## src/rtl/cdb_bcast.sv

```systemverilog
// cdb_bcast: CDB broadcaster, per-FU completion FIFOs + round-robin one-per-cycle broadcast; flush_i only with CDB_FLUSH_EN
module cdb_bcast #(
  parameter int NUM_FU    = 4,
  parameter int QDEPTH    = 2,
  parameter int PRF_IDX_W = 6,
  parameter int ROB_IDX_W = 5
) (
  input  logic                          clk,
  input  logic                          rst,
  input  logic [NUM_FU-1:0]             fu_done_vld_i,
  input  logic [NUM_FU*PRF_IDX_W-1:0]   fu_done_tag_i,
  input  logic [NUM_FU*ROB_IDX_W-1:0]   fu_done_rob_i,
  output logic [NUM_FU-1:0]             fu_done_rdy_o,
`ifdef CDB_FLUSH_EN
  input  logic                          flush_i,
`endif
  output logic                          cdb_vld_o,
  output logic [PRF_IDX_W-1:0]          cdb_tag_o,
  output logic [ROB_IDX_W-1:0]          cdb_rob_o,
  output logic                          cdb_busy_o
);
  localparam int PW = $clog2(QDEPTH);
  localparam int CW = PW + 1;
  localparam int RW = $clog2(NUM_FU);
  localparam int EW = PRF_IDX_W + ROB_IDX_W;
  logic [EW-1:0] mem_q [NUM_FU][QDEPTH];
  logic [EW-1:0] mem_d [NUM_FU][QDEPTH];
  logic [PW-1:0] wp_q [NUM_FU];
  logic [PW-1:0] wp_d [NUM_FU];
  logic [PW-1:0] rp_q [NUM_FU];
  logic [PW-1:0] rp_d [NUM_FU];
  logic [CW-1:0] cnt_q [NUM_FU];
  logic [CW-1:0] cnt_d [NUM_FU];
  logic [RW-1:0] rr_q, rr_d;
  logic vld_q, vld_d;
  logic [PRF_IDX_W-1:0] tag_q, tag_d;
  logic [ROB_IDX_W-1:0] rob_q, rob_d;
  logic [NUM_FU-1:0] push, pop, ne;
  logic win_vld;
  logic [RW-1:0] win;
  logic fl;
`ifdef CDB_FLUSH_EN
  assign fl = flush_i;
`else
  assign fl = 1'b0;
`endif
  always_comb begin
    for (int k = 0; k < NUM_FU; k++) begin
      ne[k] = cnt_q[k] != '0;
      fu_done_rdy_o[k] = cnt_q[k] != CW'(QDEPTH);
      push[k] = fu_done_vld_i[k] & fu_done_rdy_o[k];
      pop[k] = win_vld && win == RW'(k);
    end
  end
  always_comb begin
    win_vld = 1'b0;
    win = '0;
    for (int j = NUM_FU - 1; j >= 0; j--) begin
      if (ne[(int'(rr_q) + j) % NUM_FU]) begin
        win_vld = 1'b1;
        win = RW'((int'(rr_q) + j) % NUM_FU);
      end
    end
  end
  always_comb begin
    mem_d = mem_q;
    wp_d = wp_q;
    rp_d = rp_q;
    cnt_d = cnt_q;
    for (int k = 0; k < NUM_FU; k++) begin
      if (push[k]) begin
        mem_d[k][wp_q[k]] = {fu_done_tag_i[k*PRF_IDX_W +: PRF_IDX_W], fu_done_rob_i[k*ROB_IDX_W +: ROB_IDX_W]};
        wp_d[k] = wp_q[k] + 1'b1;
      end
      rp_d[k] = pop[k] ? rp_q[k] + 1'b1 : rp_q[k];
      cnt_d[k] = cnt_q[k] + CW'(push[k]) - CW'(pop[k]);
      if (fl) begin
        wp_d[k] = '0;
        rp_d[k] = '0;
        cnt_d[k] = '0;
      end
    end
    vld_d = win_vld & ~fl;
    {tag_d, rob_d} = vld_d ? mem_q[win][rp_q[win]] : '0;
    rr_d = fl ? '0 : !win_vld ? rr_q : win == RW'(NUM_FU - 1) ? '0 : win + 1'b1;
  end
  always_ff @(posedge clk) mem_q <= mem_d;
  always_ff @(posedge clk) begin
    if (!rst) begin
      for (int k = 0; k < NUM_FU; k++) begin
        wp_q[k] <= '0;
        rp_q[k] <= '0;
        cnt_q[k] <= '0;
      end
      rr_q <= '0;
      vld_q <= 1'b0;
      tag_q <= '0;
      rob_q <= '0;
    end else begin
      wp_q <= wp_d;
      rp_q <= rp_d;
      cnt_q <= cnt_d;
      rr_q <= rr_d;
      vld_q <= vld_d;
      tag_q <= tag_d;
      rob_q <= rob_d;
    end
  end
  assign cdb_vld_o = vld_q;
  assign cdb_tag_o = tag_q;
  assign cdb_rob_o = rob_q;
  assign cdb_busy_o = |ne;
endmodule

```

## config.mk

```make
export PLATFORM = sky130hd
export DESIGN_NAME = cdb_bcast
export DESIGN_NICKNAME = d
export VERILOG_FILES = /design/src/rtl/cdb_bcast.sv
export SDC_FILE = /design/constraint.sdc
export NUM_CORES = 1
export LEC_CHECK = 0
export CORE_UTILIZATION = 50
export CTS_CLUSTER_DIAMETER = 100
export DETAILED_ROUTE_END_ITERATION = 12
export PLACE_DENSITY = 0.74
export SYNTH_ARGS = -nofsm -noshare
export SYNTH_HDL_FRONTEND = slang
export SYNTH_SLANG_ARGS = --single-unit
```

## constraint.sdc

```tcl
create_clock -name clk -period 3.7 [get_ports clk]
set_input_delay 0.74 -clock clk [delete_from_list [all_inputs] [get_ports clk]]
set_output_delay 0.74 -clock clk [all_outputs]
set_load 0.005 [all_outputs]
```

Word-level counts from Yosys, hierarchy flattened:

Cells that the tools add are included.

* bits in registers: 118
* input port bits: 50
* word-level logic and storage cells: 137
* output and inout port bits: 17

* order comparisons: 14
* reduce and logical (&&, ||, !) cells: 18
* equal/unequal tests: 7
* bitwise gates (word level): 13
* $add $sub $neg: 20
* muxes and demuxes: 41

Operators with widths (count)
* bitwise mux 22 bit: 4
* 2-to-1 mux 11 bit: 7
* binary-select mux 22 bit (select 2 bit): 1
* demux 11 bit (select 1 bit): 4
* 2-to-1 mux 22 bit: 2
* 2-to-1 mux 1 bit: 13
* < comparator 3 x 4 -> 1 bit (second input constant): 3
* binary-select mux 1 bit (select 2 bit): 5
* >= comparator 2 bit (second input constant): 5
* 2-to-1 mux 2 bit: 5
* NOT 1 -> 2 bit: 5
* adder 1 bit (second input constant): 8
* adder 2 x 1 -> 2 bit: 4
* logical AND 1 bit: 8
* < comparator 2 x 1 -> 1 bit (second input constant): 4
* != test 2 bit (second input constant): 4
* nonzero test 2 bit: 4
* subtractor 2 x 1 -> 2 bit: 4
* OR reduction 2 bit: 3
* adder 2 x 1 -> 2 bit (second input constant): 2
* adder 2 bit (second input constant): 2
* AND 1 bit: 4
* == test 2 bit (second input constant): 2
* OR reduction 4 bit: 1
* 7 further kinds: 9

Longest topological paths before layout:

* word-level depth: 18
* mapped depth: 13
* depth with buffers taken out: 12

Least setup slack after synthesis:

No wires, ideal clock.

* kind: flip-flop to flip-flop
* start: register cnt_q[1] in the netlist's numbering
* end: register cnt_q[1] in the netlist's numbering
* setup time: 0.115 ns
* cell stages (with the launch flop): 14
* data required time: 3.585 ns
* data arrival time: 2.461 ns
* path slack: 1.124 ns
* path through: dfxtp_1 > or4_1 > o2111ai_1 > and2_1 > buf_4 > inv_2 > ha_1 > and2_1 > ha_1 > inv_1 > ha_1 > xnor2_1 > xnor2_1 > and2_1

* cells in the longest elaborated chain, start to end: 11
* elaborated cells on any way between the ends: 26
* those cells by class: 2 x add/sub; 2 x eq/ne; 19 x mux; 1 x bitwise; 2 x reduce/logical

RTL lines
* from (decl): RTL line 32 `logic [CW-1:0] cnt_q [NUM_FU];`
* from (signal assigned): RTL line 102 `cnt_q <= cnt_d;`
* nonzero test 2 bit (*): RTL line 49 `ne[k] = cnt_q[k] != '0;`
* binary-select mux 1 bit (select 2 bit): RTL line 59 `if (ne[(int'(rr_q) + j) % NUM_FU]) begin`
* 2-to-1 mux 1 bit (implied by the code) (2 in series): RTL line 59
* 2-to-1 mux 2 bit (4 in series): RTL line 59
* == test 2 bit: RTL line 52 `pop[k] = win_vld && win == RW'(k);`
* logical AND 1 bit (*): RTL line 52
* via pop[3]: RTL line 38 `logic [NUM_FU-1:0] push, pop, ne;`
* subtractor 2 x 1 -> 2 bit (*): RTL line 76 `cnt_d[k] = cnt_q[k] + CW'(push[k]) - CW'(pop[k]);`

Mark *: on every way through the listed nets, which the timed path passes. The rest lies on a longest branch. The select of a mux whose other input is x is not followed.
A chain may end at the register's enable or synchronous reset.

Final worst setup path:

* start: register cnt_q[7] in the netlist's numbering
* end: register cnt_q[1] in the netlist's numbering

Same word-level chain as after synthesis.

==> run summary <==
The run finished with clean final reports. The number of input and output port buffers inserted came out at 66. After synthesis the netlist holds a flip-flop and latch count of 118.

The initial antenna violation count was 0. The congestion estimate from routability-driven global placement came to 0.8087. The synthesized-area fraction occupied by ao, oa, aoi and oai cells came out at 0.05439. The overall die width is 100.8 µm. The detailed-route DRC error count came out at 0. In this run the static leakage power is 2.465 nW. The share of cells above drive strength 1 came out at 0.2000.

The distinct cell type count of the synthesized netlist came out at 36. The via count of the routed design is ~2700. The minimum setup slack after placement came out at 0.9599 ns. Measured against its own limit, the worst slew margin works out to 0.5326.

The endpoint of the lowest-slack register-to-register path is cnt_q[1]. The number of top-level design ports came out at 67. The global routing usage summed across all routing layers came out at 0.2039.

The synthesized-area fraction occupied by xor and xnor cells is 0.01975. Of all nets on the critical path, the largest fanout is 24. The number of standard cells after synthesis is 304. The ratio of final minimum period to clock period came out at 0.7532. STA classifies the critical path startpoint as a flip-flop. The average instance in the mapped netlist occupies 16.04 µm².

The post-cts hold buffer count is 0. Setup repair after global routing left no endpoint under its margin. The count of non-filler cells in the finished layout is 529. The share of the Yosys chip area taken by registers is 0.6650. Hold timing on the final database bottoms out at a slack of between 0.5 and 0.6 ns. Across the routed clock network, the largest skew measured is a little under 0.009 ns.

The slew at the pin closest to its max-slew limit came out at approximately 0.70 ns. The peak supply drop came out at approximately 0.00061 V. The area of the placeable core is ~9300 µm². The number of setup violations in the final report is 0. The number of routed nets with antenna violations came out at 0.

The upper clock frequency limit came out at 0.3588 GHz. The Yosys warning count is 0. The summed instance area of the synthesized netlist came out at 4877 µm².

For this configuration, the core starts out at a cell density of 0.5229. The wire length of the first global-routing pass is around 14 mm. The number of instances in the placed design came out at 497.

The number of diodes is 0. The layout net count came out at 446. The arrival time of the worst setup path is 3.20 ns. The final critical-path setup slack is 0.9131 ns. Internal power comes to 3.860 mW.

The deepest level of the CTS H-tree came out at 4. The path class of the tightest hold or removal check is reg2reg. The total chip power is 5.610 mW. By area, the combinational part of the netlist is dominated by multiplexers. The via count of the first global-routing pass was 2771. The portion of total power attributed to the clock network is 0.293.

The clock latency reported for the late side of the worst-skew pair is 0.52 ns. The portion of total power attributed to sequential cells came out at 0.315. The via-per-instance ratio came out at 5.121.

STA classifies the critical path endpoint as a flip-flop. In this run the vertical extent of the chip is slightly above 100 µm. The growth of design area from synthesis to finish is 28.01%. The final wirelength came out at roughly 9.5 mm. The die covers 10150 µm². The startpoint of the lowest-slack register-to-register path is cnt_q[7]. In this run the most critical hold path is launched from rp_q[3]. The TritonCTS buffer count came out at 17. The clock input transition at the sequential cells of the worst setup and hold paths came out at roughly 0.06 ns. The max-slew violation total from the final report is 0. Max-cap violations in this run came to 0. STA puts the critical path data required time at 4.11 ns. The buffer depth of the longest clock path came out at 2. After floorplanning, the core was divided into 35 placement rows.

The global route total overflow is 0. The average wire length per cell after detail routing came out at 17.89 µm. The minimum setup slack among reg-to-reg paths is between 0.9 and 1 ns.

The post-CTS setup buffer count came out at 0. Of the total synthesized cell area, the portion taken by full adders, half adders and majority gates is 0.02309. The post-synthesis mux area share came out at 0.1465. The power per cell area is 898.6 nW/µm². The final hold violation count was 0. The post-cts resize count is 0. The detailed-placement wirelength estimate is ~6.2 mm. Of the total power, combinational logic draws 0.393. The detailed router's first-iteration violation count came out at 134. The simple logic cell fraction of the synthesized area is 0.06029. TritonCTS built the clock tree. The clock drives 118 sinks. The sum of negative setup slack came out at 0 ns.

The depth of the worst register-to-register path came out at 13. The endpoint with the worst hold slack is rp_q[3]. The switching component of the power is 1.750 mW.

In this run the clock root is driven by a sky130_fd_sc_hd__clkbuf_8. The critical path in this run is classified as reg2reg. The worst hold path passes through 2 cells. The pin count of the biggest net entering global routing is 31. The net switching fraction of the power came out at 0.3119.

Subtracting the final worst setup slack from the clock period gives ~2.8 ns. The synthesized netlist net count came out at 363. The first detailed-routing pass took 5 iterations.
## metrics by stage
step | utilization | cell area (µm²)
floorplan | - | 4877
global placement | 0.6050 | 5643
detailed placement | 0.6050 | 5643
CTS | 0.6693 | 6243
global route | 0.6693 | 6243
finish | 0.6693 | 6243
## power groups by stage
stage          sequential [mW]  clock [mW]  combinational [mW]
6_report                  1.77        1.64                2.20
5_1_grt                   1.79        1.72                2.39
4_1_cts                   1.77        1.67                2.21
3_5_place_dp              1.79           0                2.20
3_3_place_gp              1.79           0                2.14
2_1_floorplan             1.77           0                1.87
## cells in the mapped netlist
| master | instances | share of area |
|---|---|---|
| sky130_fd_sc_hd__edfxtp_1 | 88 | 0.54 |
| sky130_fd_sc_hd__mux2i_1 | 44 | 0.090 |
| sky130_fd_sc_hd__dfxtp_1 | 30 | 0.12 |
| sky130_fd_sc_hd__and2_1 | 16 | 0.021 |
| sky130_fd_sc_hd__mux2_2 | 15 | 0.035 |
| sky130_fd_sc_hd__nor2_1 | 12 | 0.0092 |
| sky130_fd_sc_hd__o22ai_2 | 11 | 0.028 |
| sky130_fd_sc_hd__xnor2_1 | 10 | 0.018 |
| sky130_fd_sc_hd__ha_1 | 9 | 0.023 |
| sky130_fd_sc_hd__and3_1 | 7 | 0.0090 |
| sky130_fd_sc_hd__mux2_4 | 7 | 0.022 |
| sky130_fd_sc_hd__inv_1 | 6 | 0.0046 |
| sky130_fd_sc_hd__nand2_1 | 5 | 0.0038 |
| sky130_fd_sc_hd__buf_12 | 4 | 0.016 |
| sky130_fd_sc_hd__o21a_1 | 4 | 0.0062 |
| sky130_fd_sc_hd__buf_4 | 3 | 0.0046 |
| sky130_fd_sc_hd__clkbuf_1 | 3 | 0.0023 |
| sky130_fd_sc_hd__nand2b_1 | 3 | 0.0038 |
| sky130_fd_sc_hd__nor2b_1 | 3 | 0.0038 |
| sky130_fd_sc_hd__o21ai_0 | 3 | 0.0031 |
| sky130_fd_sc_hd__a211oi_1 | 2 | 0.0031 |
| sky130_fd_sc_hd__a21oi_1 | 2 | 0.0021 |
| sky130_fd_sc_hd__o2111ai_1 | 2 | 0.0036 |
| sky130_fd_sc_hd__o21bai_1 | 2 | 0.0031 |
| sky130_fd_sc_hd__or2_2 | 2 | 0.0026 |
| sky130_fd_sc_hd__a21boi_0 | 1 | 0.0015 |
| sky130_fd_sc_hd__a31o_2 | 1 | 0.0018 |
| sky130_fd_sc_hd__buf_6 | 1 | 0.0023 |
| sky130_fd_sc_hd__inv_2 | 1 | 0.00077 |
| sky130_fd_sc_hd__nand4_1 | 1 | 0.0013 |
| sky130_fd_sc_hd__o221ai_1 | 1 | 0.0018 |
| sky130_fd_sc_hd__or2b_1 | 1 | 0.0015 |
| sky130_fd_sc_hd__or3_1 | 1 | 0.0013 |
| sky130_fd_sc_hd__or3b_2 | 1 | 0.0018 |
| sky130_fd_sc_hd__or4_1 | 1 | 0.0015 |
| sky130_fd_sc_hd__xor2_1 | 1 | 0.0018 |
## kinds of logic (layout without fill, tap and decap cells)
kind of cell | Yosys count | in the layout
AND/OR/NAND/NOR | 53 | 53
multiplexers | 66 | 66
AO/OA/AOI/OAI | 29 | 29
adder cells (fa/ha/maj) | 9 | 9
XOR/XNOR | 11 | 11
flip-flops | 118 | 118
buffers and inverters | 18 | 114
## critical path, cell delays in order (launching register included)
cell,delay [ns]
sky130_fd_sc_hd__dfxtp_1,0.39
sky130_fd_sc_hd__nor2_1,0.10
sky130_fd_sc_hd__o221ai_1,0.18
sky130_fd_sc_hd__a31o_2,0.18
sky130_fd_sc_hd__buf_4,0.34
sky130_fd_sc_hd__inv_1,0.19
sky130_fd_sc_hd__ha_1,0.22
sky130_fd_sc_hd__and2_1,0.16
sky130_fd_sc_hd__ha_1,0.27
sky130_fd_sc_hd__inv_1,0.04
sky130_fd_sc_hd__ha_1,0.18
sky130_fd_sc_hd__xnor2_1,0.21
sky130_fd_sc_hd__xnor2_1,0.09
sky130_fd_sc_hd__and2_1,0.15
## flip-flops by register name, summed over array words and instances, names as in the netlist
| signal | cells |
|---|---|
| mem_q | 88 |
| cnt_q | 8 |
| cdb_tag_o | 6 |
| cdb_rob_o | 5 |
| rp_q | 4 |
| wp_q | 4 |
| rr_q | 2 |
| cdb_vld_o | 1 |
## placed cells by master, fill, tap and decap left out, types with 3 or more instances in the layout
cell,n
sky130_fd_sc_hd__mux2i_1,44
sky130_fd_sc_hd__o22ai_2,11
sky130_fd_sc_hd__and3_1,7
sky130_fd_sc_hd__xnor2_1,10
sky130_fd_sc_hd__mux2_4,7
sky130_fd_sc_hd__nor2_1,12
sky130_fd_sc_hd__nand2_1,5
sky130_fd_sc_hd__dfxtp_1,30
sky130_fd_sc_hd__clkbuf_16,16
sky130_fd_sc_hd__mux2_2,15
sky130_fd_sc_hd__o21a_1,4
sky130_fd_sc_hd__bufinv_16,3
sky130_fd_sc_hd__nand2b_1,3
sky130_fd_sc_hd__inv_1,6
sky130_fd_sc_hd__clkinvlp_4,5
sky130_fd_sc_hd__and2_1,15
sky130_fd_sc_hd__edfxtp_1,88
sky130_fd_sc_hd__clkdlybuf4s50_1,66
sky130_fd_sc_hd__inv_6,4
sky130_fd_sc_hd__buf_4,9
sky130_fd_sc_hd__nor2b_1,3
sky130_fd_sc_hd__ha_1,9
## worst max-delay path by stage
stage / startpoint / to / cells past startpoint
CTS: cnt_q[1] / cdb_rob_o[1] / 8
finish: cnt_q[7] / cnt_q[1] / 13
global route: cnt_q[7] / cnt_q[1] / 13
global placement: cnt_q[1] / cnt_q[7] / 12
floorplan: cnt_q[1] / cnt_q[1] / 13
detailed placement: cnt_q[1] / cdb_tag_o[0] / 8
## layout make-up
class / instances / area [µm²]
flip-flops and latches: 118 / 3243
fillers: 659 / 3084
multi-input cells: 168 / 1484
repair buffers: 75 / 728.2
clock buffers: 18 / 427.9
clock inverters: 14 / 172.7
well taps: 129 / 161.4
inverters: 7 / 26.28
## routing by layer
layer	wire, µm	track usage	vias up
met1	4260	0.2563	1323
li1	-	-	1306
met5	0	0	-
met3	497	0.08322	5
met4	65	0.06243	0
met2	4639	0.3240	75
(Power assumes the default switching activity.)
